### config.mk
export PLATFORM = sky130hd
export DESIGN_NAME = stall_ctrl
export DESIGN_NICKNAME = d
export VERILOG_FILES = /design/src/rtl/stall_ctrl_pkg.sv /design/src/rtl/stall_wdog.sv /design/src/rtl/stall_ctrl.sv
export SDC_FILE = /design/constraint.sdc
export NUM_CORES = 1
export LEC_CHECK = 0
export CAP_MARGIN = 20
export CORE_ASPECT_RATIO = 1.25
export CORE_MARGIN = 2
export CORE_UTILIZATION = 47
export DETAILED_ROUTE_END_ITERATION = 6
export PLACE_DENSITY = 0.78
export SETUP_SLACK_MARGIN = 0.02
export SYNTH_ARGS = -nofsm -noshare
export SYNTH_HDL_FRONTEND = slang
export SYNTH_SLANG_ARGS = --single-unit
### constraint.sdc
create_clock -name clk -period 2 [get_ports clk]
set_input_delay 0.4 -clock clk [delete_from_list [all_inputs] [get_ports clk]]
set_output_delay 0.4 -clock clk [all_outputs]
set_load 0.02 [all_outputs]
### src/rtl/stall_ctrl_pkg.sv
`default_nettype none
// ============================================================================
//  Module      : stall_ctrl_pkg
//  Description : Shared types and constants for the pipeline stall controller:
//                FSM state encoding, stall bus width and stall patterns.
//  Revision    : 1.0 - initial release
// ============================================================================
package stall_ctrl_pkg;

    // Stall bus: bit0 PC, bit1 IF, bit2 ID, bit3 EX, bit4 MEM, bit5 WB; 1 = stop
    localparam int STALL_BUS_W = 6;
    typedef logic [STALL_BUS_W-1:0] stall_bus_t;

    localparam stall_bus_t STALL_NONE = 6'b000000;
    localparam stall_bus_t STALL_ID   = 6'b000111;
    localparam stall_bus_t STALL_EX   = 6'b001111;

    // Watchdog counter width
    localparam int WDOG_W = 8;

    typedef enum logic [1:0] {
        RUN    = 2'd0,
        LU     = 2'd1,
        EXBUSY = 2'd2
    } state_t;

endpackage : stall_ctrl_pkg
`default_nettype wire

### src/rtl/stall_wdog.sv
`default_nettype none
// ============================================================================
//  Module      : stall_wdog
//  Description : EX-busy watchdog. Counts consecutive EX stall cycles and
//                fires once the count reaches WDOG_LIMIT-1; the error flag is
//                sticky until reset. Compiled only when STALL_CTRL_WDOG_EN is
//                defined, so the default build carries no watchdog logic.
//  Revision    : 1.0 - initial release
// ============================================================================
`ifdef STALL_CTRL_WDOG_EN
module stall_wdog
    import stall_ctrl_pkg::*;
#(
    parameter int WDOG_LIMIT = 64
) (
    input  logic clk,
    input  logic rst,        // asynchronous, active-low
    input  logic exbusy,     // FSM currently in EXBUSY
    input  logic hold,       // EX stall continues into the next cycle
    output logic fire,       // force the FSM back to RUN on the next edge
    output logic err         // sticky watchdog error
);

    localparam logic [WDOG_W-1:0] c_fire_at = WDOG_W'(WDOG_LIMIT - 1);

    logic [WDOG_W-1:0] r_cnt;
    logic              r_err;

    assign fire = exbusy && (r_cnt == c_fire_at);
    assign err  = r_err;

    // Count every edge that keeps the EX stall alive (entry edge included);
    // clear when the stall ends or the watchdog fires.
    always_ff @(posedge clk or negedge rst) begin
        if (!rst) begin
            r_cnt <= '0;
        end else if (fire || !hold) begin
            r_cnt <= '0;
        end else begin
            r_cnt <= r_cnt + 1'b1;
        end
    end

    // Sticky error flag, cleared only by reset
    always_ff @(posedge clk or negedge rst) begin
        if (!rst) begin
            r_err <= 1'b0;
        end else if (fire) begin
            r_err <= 1'b1;
        end
    end

endmodule : stall_wdog
`endif
`default_nettype wire

### src/rtl/stall_ctrl.sv
`default_nettype none
// ============================================================================
//  Module      : stall_ctrl
//  Description : Pipeline stall controller. Inserts LU_CYCLES ID->EX bubbles
//                per load-use hazard and holds PC..EX while a multi-cycle EX
//                operation is busy. Counts stalled cycles. Optional EX-busy
//                watchdog enabled by macro STALL_CTRL_WDOG_EN.
//  Revision    : 1.0 - initial release
// ============================================================================
module stall_ctrl
    import stall_ctrl_pkg::*;
#(
    parameter int LU_CYCLES  = 1,
    parameter int WDOG_LIMIT = 64
) (
    input  logic                   clk,
    input  logic                   rst,          // asynchronous, active-low
    input  logic                   stallreq_id,
    input  logic                   stallreq_ex,
    input  logic                   ex_done,
    output logic [STALL_BUS_W-1:0] stall,
    output logic [31:0]            stall_cycles,
    output logic                   wdog_err
);

    localparam logic [2:0] c_lu_load = 3'(LU_CYCLES - 1);

    if (LU_CYCLES < 1 || LU_CYCLES > 7) begin : g_check_lu
        $error("stall_ctrl: LU_CYCLES out of range 1..7");
    end
    if (WDOG_LIMIT < 2 || WDOG_LIMIT > 255) begin : g_check_wdog
        $error("stall_ctrl: WDOG_LIMIT out of range 2..255");
    end

    state_t     r_state;
    state_t     w_next_pre;
    state_t     w_next;
    logic [2:0] r_bubble;
    logic [2:0] w_bubble_next;
    stall_bus_t w_stall;
    logic [31:0] r_stall_cycles;

    // Next state, bubble count and stall pattern from state and requests
    always_comb begin
        w_next_pre    = r_state;
        w_bubble_next = r_bubble;
        w_stall       = STALL_NONE;
        case (r_state)
            RUN: begin
                if (stallreq_ex) begin
                    w_stall    = STALL_EX;
                    w_next_pre = EXBUSY;
                end else if (stallreq_id) begin
                    w_stall       = STALL_ID;
                    w_bubble_next = c_lu_load;
                    w_next_pre    = (LU_CYCLES > 1) ? LU : RUN;
                end
            end
            LU: begin
                if (stallreq_ex) begin
                    // EX busy wins; remaining bubbles are dropped
                    w_stall       = STALL_EX;
                    w_bubble_next = '0;
                    w_next_pre    = EXBUSY;
                end else begin
                    // The bubble that drains the counter to zero is the last one
                    w_stall       = STALL_ID;
                    w_bubble_next = r_bubble - 3'd1;
                    if (r_bubble <= 3'd1) begin
                        w_next_pre = RUN;
                    end
                end
            end
            EXBUSY: begin
                if (ex_done) begin
                    w_next_pre = RUN;
                end else begin
                    w_stall = STALL_EX;
                end
            end
            default: begin
                w_next_pre = RUN;
            end
        endcase
    end

`ifdef STALL_CTRL_WDOG_EN
    logic w_wdog_fire;

    stall_wdog #(
        .WDOG_LIMIT (WDOG_LIMIT)
    ) u_wdog (
        .clk    (clk),
        .rst    (rst),
        .exbusy (r_state == EXBUSY),
        .hold   (w_next_pre == EXBUSY),
        .fire   (w_wdog_fire),
        .err    (wdog_err)
    );

    assign w_next = w_wdog_fire ? RUN : w_next_pre;
`else
    assign w_next   = w_next_pre;
    assign wdog_err = 1'b0;
`endif

    // Stall is forced quiet while reset is held, whatever the requests do
    assign stall        = rst ? w_stall : STALL_NONE;
    assign stall_cycles = r_stall_cycles;

    // FSM state and bubble counter registers
    always_ff @(posedge clk or negedge rst) begin
        if (!rst) begin
            r_state  <= RUN;
            r_bubble <= '0;
        end else begin
            r_state  <= w_next;
            r_bubble <= w_bubble_next;
        end
    end

    // Free-running stalled-cycle counter; wraps naturally at 2^32
    always_ff @(posedge clk or negedge rst) begin
        if (!rst) begin
            r_stall_cycles <= '0;
        end else if (stall != STALL_NONE) begin
            r_stall_cycles <= r_stall_cycles + 32'd1;
        end
    end

endmodule : stall_ctrl
`default_nettype wire

# Word level (Yosys, flattened, before mapping)
# Cells that the tools add are included.
dict set report classes {
  add_sub_neg 2
  n_lt_le_gt_ge 1
  n_eq_ne 7
  mux 16
  reduce_logical 5
}
# cell n
set op_table {}
lappend op_table {{$add 32x1->32 const B} 1}
lappend op_table {{$mux 3} 4}
lappend op_table {{$mux 4} 3}
lappend op_table {{$pmux 4 s3} 1}
lappend op_table {{$mux 2} 5}
lappend op_table {{$mux 6} 1}
lappend op_table {{$ne 2x2->1 const B} 3}
lappend op_table {{$ne 3x3->1 const B} 2}
lappend op_table {{$pmux 2 s3} 1}
lappend op_table {{$pmux 3 s2} 1}
lappend op_table {{$reduce_and 3->1} 2}
lappend op_table {{$reduce_bool 6->1} 1}
lappend op_table {{$le 3x1->1 const B} 1}
lappend op_table {{$sub 3x1->3 const B} 1}
lappend op_table {{$eq 2x1->1 const B} 1}
lappend op_table {{$eq 2x2->1 const B} 1}
lappend op_table {{$logic_not 2->1} 1}
lappend op_table {{$reduce_bool 2->1} 1}
dict set report word_totals {
  register_bits 37
  output_inout_bits 39
  word_cells 34
}

# Depth between registers and ports, before layout
# Gate-level depths: netlist of the first run.
dict set report depth {
  word_depth 5
  depth_mapped 6
  mapped_depth_nobuf 4
}

# Least setup slack after synthesis of the first run
# OpenSTA, ideal clock, no wires.
dict set report synth_path {
  path_kind {input-to-output}
  from {input rst}
  to {output stall[1]}
  arrival_time_ps 1221
  required_ps 1600
  setup_slack_ps 379
  path_stages 3
  n_path_buf 1
  cell_sequence {a21bo_2 -> nor2_2 -> buf_4}
}
dict set report synth_via {
  elab_chain_len 1
}
# item line
set synth_rtl {}
lappend synth_rtl {{from (decl)} stall_ctrl.sv:17} ;# input logic rst,
lappend synth_rtl {{$mux 6} stall_ctrl.sv:108} ;# assign stall = rst ? w_stall : STALL_NONE;
lappend synth_rtl {{to (decl)} stall_ctrl.sv:21} ;# output logic [STALL_BUS_W-1:0] stall,
# No other way between the ends.

# Worst setup path after layout of the first run
dict set report layout_path {
  from {register r_stall_cycles[6] (netlist: stall_cycles[6])}
  to {output stall_cycles[6]}
}
# item line
set layout_rtl {}
lappend layout_rtl {{from (decl)} stall_ctrl.sv:41} ;# logic [31:0] r_stall_cycles;
lappend layout_rtl {{from (signal assigned)} stall_ctrl.sv:127} ;# r_stall_cycles <= r_stall_cycles + 32'd1;
lappend layout_rtl {{to (decl)} stall_ctrl.sv:22} ;# output logic [31:0] stall_cycles,
# No word-level cell between the ends.

==> summary by stage, run 1 <==
Run status
The flow ran to the end, and the final reports show no timing, DRC or antenna violations.

Global route
The number of antenna violations at the first check in global routing was 0. Entering global routing, the biggest net connects 34 pins. The number of global-route vias before repair came to between 1,000 and 1,500. The first global-routing pass estimated 6.21 mm of wire. For this run, the total global-route usage over all layers was measured as 0.202. Global routing finished with a remaining overflow of 0.

Finish
The finished layout holds 227 standard cells, fillers aside. After the last flow step, the layout net total stands at about 200. The filler cells instantiated in the layout total roughly 270. The number of antenna diodes in the final layout is 0. Compared with the post-synthesis result, the final layout area differs by 33.1%. Once layout is complete, the utilization of the core stands at 0.661. The fraction of final layout cells with drive strength greater than 1 is 0.147.

Setup path
The data required time of the critical path is between 1500 and 2000 ps. The register-to-register setup slack is approximately 300 ps. The arrival time of data at the critical path endpoint is between 1500 and 2000 ps. The largest individual stage delay along the critical path comes from the cell clkdlybuf4s50_1. The cell depth of the worst flop-to-flop path is 6. The number of buffers and inverters on the critical path is 1. The worst setup path is launched from a register.

The largest single stage delay on the critical path is between 600 and 700 ps. The peak fanout along the critical path is 11. In this run the number of cells on the critical path is 1. The kind of cell with the highest combined delay along the critical path is buffers and inverters. Traced cell by cell, the critical path runs through clkdlybuf4s50_1. The critical path is of the register to primary output type.

STA classifies the critical path endpoint as a primary output.

Yosys
The synthesized design contains 33 register bits. Counting flops with an async set or reset pin after synthesis yields a share of 1.00. Of the synthesized area, sequential elements account for 0.516. The synthesized cell area is 0.00160 mm^2. The average cell area after synthesis is between 10 and 15 um^2.

The area share of the largest cell type after synthesis is 0.516. The count of yosys warnings during synthesis is 0. For this run, the leading register cell type out of synthesis is dfrtp_1. The commonest cells after synthesis are dfrtp_1, xnor2_1, nand4_1. After synthesis, the netlist uses 25 different library cells. The most common cell in the synthesized netlist is dfrtp_1. Of all cell types, the one taking the most synthesized area is dfrtp_1. The number of flops mapped to enable cells by yosys is 0. In the post-synthesis netlist, the biggest area contributors are dfrtp_1, xnor2_1, nand4_1. Synthesis produced a netlist whose cell count is 140.

Place
The routability congestion estimate is between 0.8 and 0.9. The sum of net half-perimeters after detailed placement is approximately 2.6 mm. In this run the tool buffered the top-level ports with 40 buffer cells. Before CTS, the worst setup slack after placement is -301 ps. The count of placed standard cells including taps is 218.

Pwr
The power density of the placed cells is 782 mW/mm^2. The switching power total is 0.517 mW. Of the total power, the share spent switching nets is 0.311. The standby leakage power is ~0.9 nW.

Of the total power, the clock network draws 0.284. The share of total power dissipated in combinational logic is 0.216. The cell internal power dissipation is roughly 1.1 mW. Of the total power, registers draw 0.500.

IR analysis of the VDD net gives a maximum drop of 0.623 mV.

Detailed routing
The number of detailed-route iterations in the first pass is 4. The DRC violation total after the first TritonRoute iteration is 34. The total routed wirelength is 3.59 mm. The post-detailed-route count of antenna-violating nets is 0. The average wire length per cell after detail routing is 15.8 um.

The detailed router placed around 1,300 vias in this run. The number of vias per cell after detailed routing is 5.52. The residual DRC count is 0.

STA
The count of final max-slew check failures is 0. The post-layout minimum cycle time is between 1500 and 2000 ps. The final setup skew is roughly 1.2 ps. The maximum operating frequency is around 520 MHz. In the finished design, the share of the clock period the worst path needs comes to 0.965. Setup repair after global routing left no endpoint under its margin. The post-route worst setup slack is 69.9 ps. The total count of hold-check failures in the final report is 0. The setup violation total in the final timing report is 0.

Clock tree
The root buffer cell is clkbuf_8. The count of hold buffers inserted by post-cts repair is 0. The H-tree generated during clock tree synthesis spans 2 levels. The buffer depth of the longest clock path is 2. The CTS tree is done. At the later pin of the worst-skew pair, clock insertion delay measures 270 ps. After clock tree synthesis, the clock-pin slew on the worst setup and hold paths is roughly 70 ps. Counting the buffers created by CTS gives 5. The tree built by TritonCTS fans out to 33 sinks.

Floorplan
The number of placed I/O pins is 44. The placeable core area is roughly 0.0032 mm^2. For this configuration, the core starts out at a cell density of 0.497. The die extent in y is about 69 um.

After floorplanning, the core was divided into 23 placement rows. The width of the chip is approximately 56 um. The die covers roughly 0.0039 mm^2.

Run
The total of max-cap violations is 0.

Worst hold path
The worst hold path belongs to the class register to register. Counting instances, the worst hold path has a depth of 1.
## routing by layer
layer | vias up | share of wire | wire length [um] | track usage
li1 | 587 | - | - | -
met1 | 625 | 0.42 | 1490 | 0.239
met2 | 39 | 0.54 | 1920 | 0.346
met3 | 2 | 0.042 | 151 | 0.0616
met4 | 0 | 0.0045 | 16 | 0.0635
met5 | - | 0 | 0 | 0
## placed cells by master, fill, tap and decap left out
master,count
a21bo_2,1
a21oi_1,1
and2_1,5
and3_1,6
and4_1,3
buf_4,8
buf_6,1
clkbuf_1,1
clkbuf_2,4
clkbuf_8,5
clkdlybuf4s50_1,36
clkinv_2,2
conb_1,3
dfrtp_1,33
ha_1,1
mux2_2,1
nand2_1,6
nand3_1,12
nand4_1,20
nor2_1,3
nor2_2,1
nor3_2,1
nor3_4,1
nor3b_2,1
nor4_1,1
nor4_2,1
nor4b_4,1
xnor2_1,28
xor2_1,3
## metrics by stage
stage	TNS (ps)	power (mW)	area, um^2	hold WS, ps
after CTS	-76.2	1.67	2130	477
after global routing	0	1.74	2130	506
after global placement	-3710	1.19	2040	458
final	0	1.67	2130	470
after floorplan	0	1.01	1610	104
after detailed placement	-4820	1.20	2040	468
## final cells by class
| cell class | count | area [um^2] | share of cell area |
|---|---|---|---|
| flip-flops and latches | 33 | 826 | 0.388 |
| multi-input cells | 100 | 723 | 0.340 |
| repair buffers | 49 | 452 | 0.212 |
| clock buffers | 6 | 72.6 | 0.0341 |
| well taps | 37 | 46.3 | 0.0217 |
| clock inverters | 2 | 10.0 | 0.00470 |
## kinds of logic after synthesis
logic type	Yosys count	share of synthesized area
buf+inv	9	0.0453
other cells	1	0.00234
simple gates	62	0.242
xor+xnor	31	0.170
compound gates	2	0.00938
mux	1	0.00704
fa+ha+maj	1	0.00782
flops	33	0.516
## flip-flops by register name, summed over array words and instances (netlist names)
signal and flops:
stall_cycles 32, r_state 1
## power groups by stage
stage,clock [mW],combinational [mW],sequential [mW]
2_1_floorplan,0,0.127,0.882
3_5_place_dp,0,0.360,0.838
6_report,0.473,0.360,0.833
5_1_grt,0.510,0.385,0.845
4_1_cts,0.479,0.356,0.830
3_3_place_gp,0,0.354,0.832
## worst paths after layout
path,from,to
setup reg to reg,r_state[1],stall_cycles[14]
hold reg to reg,stall_cycles[31],stall_cycles[31]
max in group asynchronous,rst,stall_cycles[21]
hold / removal,stall_cycles[31],stall_cycles[31]
setup / recovery,stall_cycles[6],stall_cycles[6]
min in group asynchronous,rst,r_state[1]
## timing repair
action,in CTS,in global routing
resized for setup,6,9
buffers inserted,0,1
gates cloned,0,0
pin swaps,0,1
endpoints found under the hold margin,0,0
endpoints found under the setup margin,4,11
Note: power is estimated with default switching activity, not from simulation.
==> run 2: changes to the inputs <==
SKIP_CTS_REPAIR_TIMING = 1   (was not set)
==> summary by stage, run 2 (synthesis results as in run 1) <==
Place
The HPWL after detailed placement is between 2 and 3 mm. The placed instances occupy a cell area of between 0.002 and 0.0025 mm^2. The number of port buffers is 40. The routability congestion estimate is roughly 0.8.

The worst setup slack after placement is -301 ps.

Floorplan
In this run the core area contains 23 standard-cell rows. The die covers about 0.004 mm^2. The placeable core area is about 0.0032 mm^2.

The die is 56.2 um wide. The die is around 70 um tall. The initial utilization of the core area, before any placement, comes to 0.497. 44 I/O pins were placed.

STA
The setup violation total in the final timing report is 0. Across the routed clock network, the largest skew measured is between 1.5 and 2 ps. The final worst hold slack is 470 ps. Timing would allow up to 514 MHz. The routed design could run at a clock period as short as about 1900 ps.

The total count of hold-check failures in the final report is 0. The post-route worst setup slack is ~56 ps. The share of the clock period used by the worst path is 0.972. The count of final max-slew check failures was 0. Setup repair after global routing could not meet its margin everywhere.

Setup path
The startpoint class of the critical path is an input port. By startpoint and endpoint, the worst setup path is classified as input port to register. The arrival time of data at the critical path endpoint is around 2100 ps. Across all register-to-register paths, the minimum setup slack is between 200 and 300 ps.

The peak fanout along the critical path is 13. STA classifies the critical path endpoint as a register. For the worst setup path, the data required time is 2160 ps.

Finish
For this run, the post-layout net count is 195. The fraction of final layout cells with drive strength greater than 1 is 0.126. 0 antenna diodes ended up in the layout. The most common cell after layout, fill and taps aside is clkdlybuf4s50_1. Leaving out fill and tap cells, the most frequent cells in the layout are clkdlybuf4s50_1, dfrtp_1, xnor2_1. Once layout is done, the placed cells without fillers occupy around 0.0022 mm^2. Relative to the synthesized area, the layout overhead comes to 34.7%.

The register with the most flip-flops in the layout has 32 of them. Once layout is complete, the utilization of the core stands at 0.669.

Global route
The number of antenna violations at the first check in global routing is 0. The number of global-route vias before repair is around 1,300. The wire length of the first global-routing pass is 6.19 mm. The global-route total usage across every layer is 0.201.

The total congestion overflow after global routing is 0. The largest net degree at the start of global routing is 34.

Pwr
The analysis attributes to cell leakage a power of between 0.9 and 1 nW. The worst voltage drop across the vdd grid is roughly 0.62 mV. For this design the ratio of total power to cell area is about 780 mW/mm^2. The design draws between 1.5 and 2 mW.

Clock tree
The root buffer cell is clkbuf_8. The CTS tree is done. Clock-pin slew was measured on the worst setup and hold paths at ~70 ps. For this design, the sink count on the clock tree is 33. For the worst-skew pair, the clock arrives at the later sink with an insertion delay of ~280 ps.

The buffer depth of the longest clock path is 2. Counting the buffers created by CTS gives 5. The clock tree synthesis step divided the H-tree into 2 levels.

Detailed routing
Dividing the detail-routed wire length by the instance count gives between 15 and 20 um. After detailed routing, the number of remaining DRC violations is 0. The final layout contains routed wiring with a total length of about 3.7 mm. The number of detailed-route iterations in the first pass is 4. The post-detailed-route count of antenna-violating nets is 0. The count of vias placed by the detailed router is between 1,000 and 1,500.

Dividing the detail-routed via count by the number of cells gives about 5.6. The detailed router finished its first iteration with 33 violations.

Run
The tool flagged a number of max-cap violations equal to 0.

Worst hold path
The type of the worst min-delay path is register to register.

Run status
The run finished with clean final reports.
-- run 2: area by class of cell --
type | count | area, um^2
clock inverters | 2 | 10.0
repair buffers | 49 | 478
multi-input cells | 100 | 723
well taps | 37 | 46.3
flip-flops and latches | 33 | 826
fillers | 269 | 1070
clock buffers | 6 | 72.6
-- run 2: final timing paths --
path                                       start               end  cells after the start
min in group asynchronous                    rst        r_state[1]                      3
worst max register to register        r_state[1]  stall_cycles[26]                      6
worst min-delay path            stall_cycles[31]  stall_cycles[31]                      1
worst min register to register  stall_cycles[31]  stall_cycles[31]                      1
worst max-delay path                         rst  stall_cycles[26]                      7
max in group asynchronous                    rst  stall_cycles[24]                      3
-- run 2: where the power goes --
group | total, mW | switching [mW] | internal (mW)
Combinational | 0.365 | 0.178 | 0.187
Sequential | 0.831 | 0.105 | 0.727
Clock | 0.476 | 0.235 | 0.241
-- run 2: metal layers --
layer	GRT usage	part of all wire
met5	0	0
met4	0.0608	0.0066
met3	0.0597	0.047
met2	0.345	0.54
met1	0.240	0.41
-- run 2: critical path, cell delays in order --
cell and delay [ps]:
clkdlybuf4s50_1 500, a21bo_2 260, buf_4 150, nor4b_4 250, buf_4 250, nand4_1 140
xnor2_1 160
-- run 2: metrics by stage --
step           cells  TNS [ps]
2_1_floorplan    142         0
3_3_place_gp     218     -3710
3_5_place_dp     218     -4820
4_1_cts          226     -1210
5_1_grt          227     -5.34
6_report         227         0
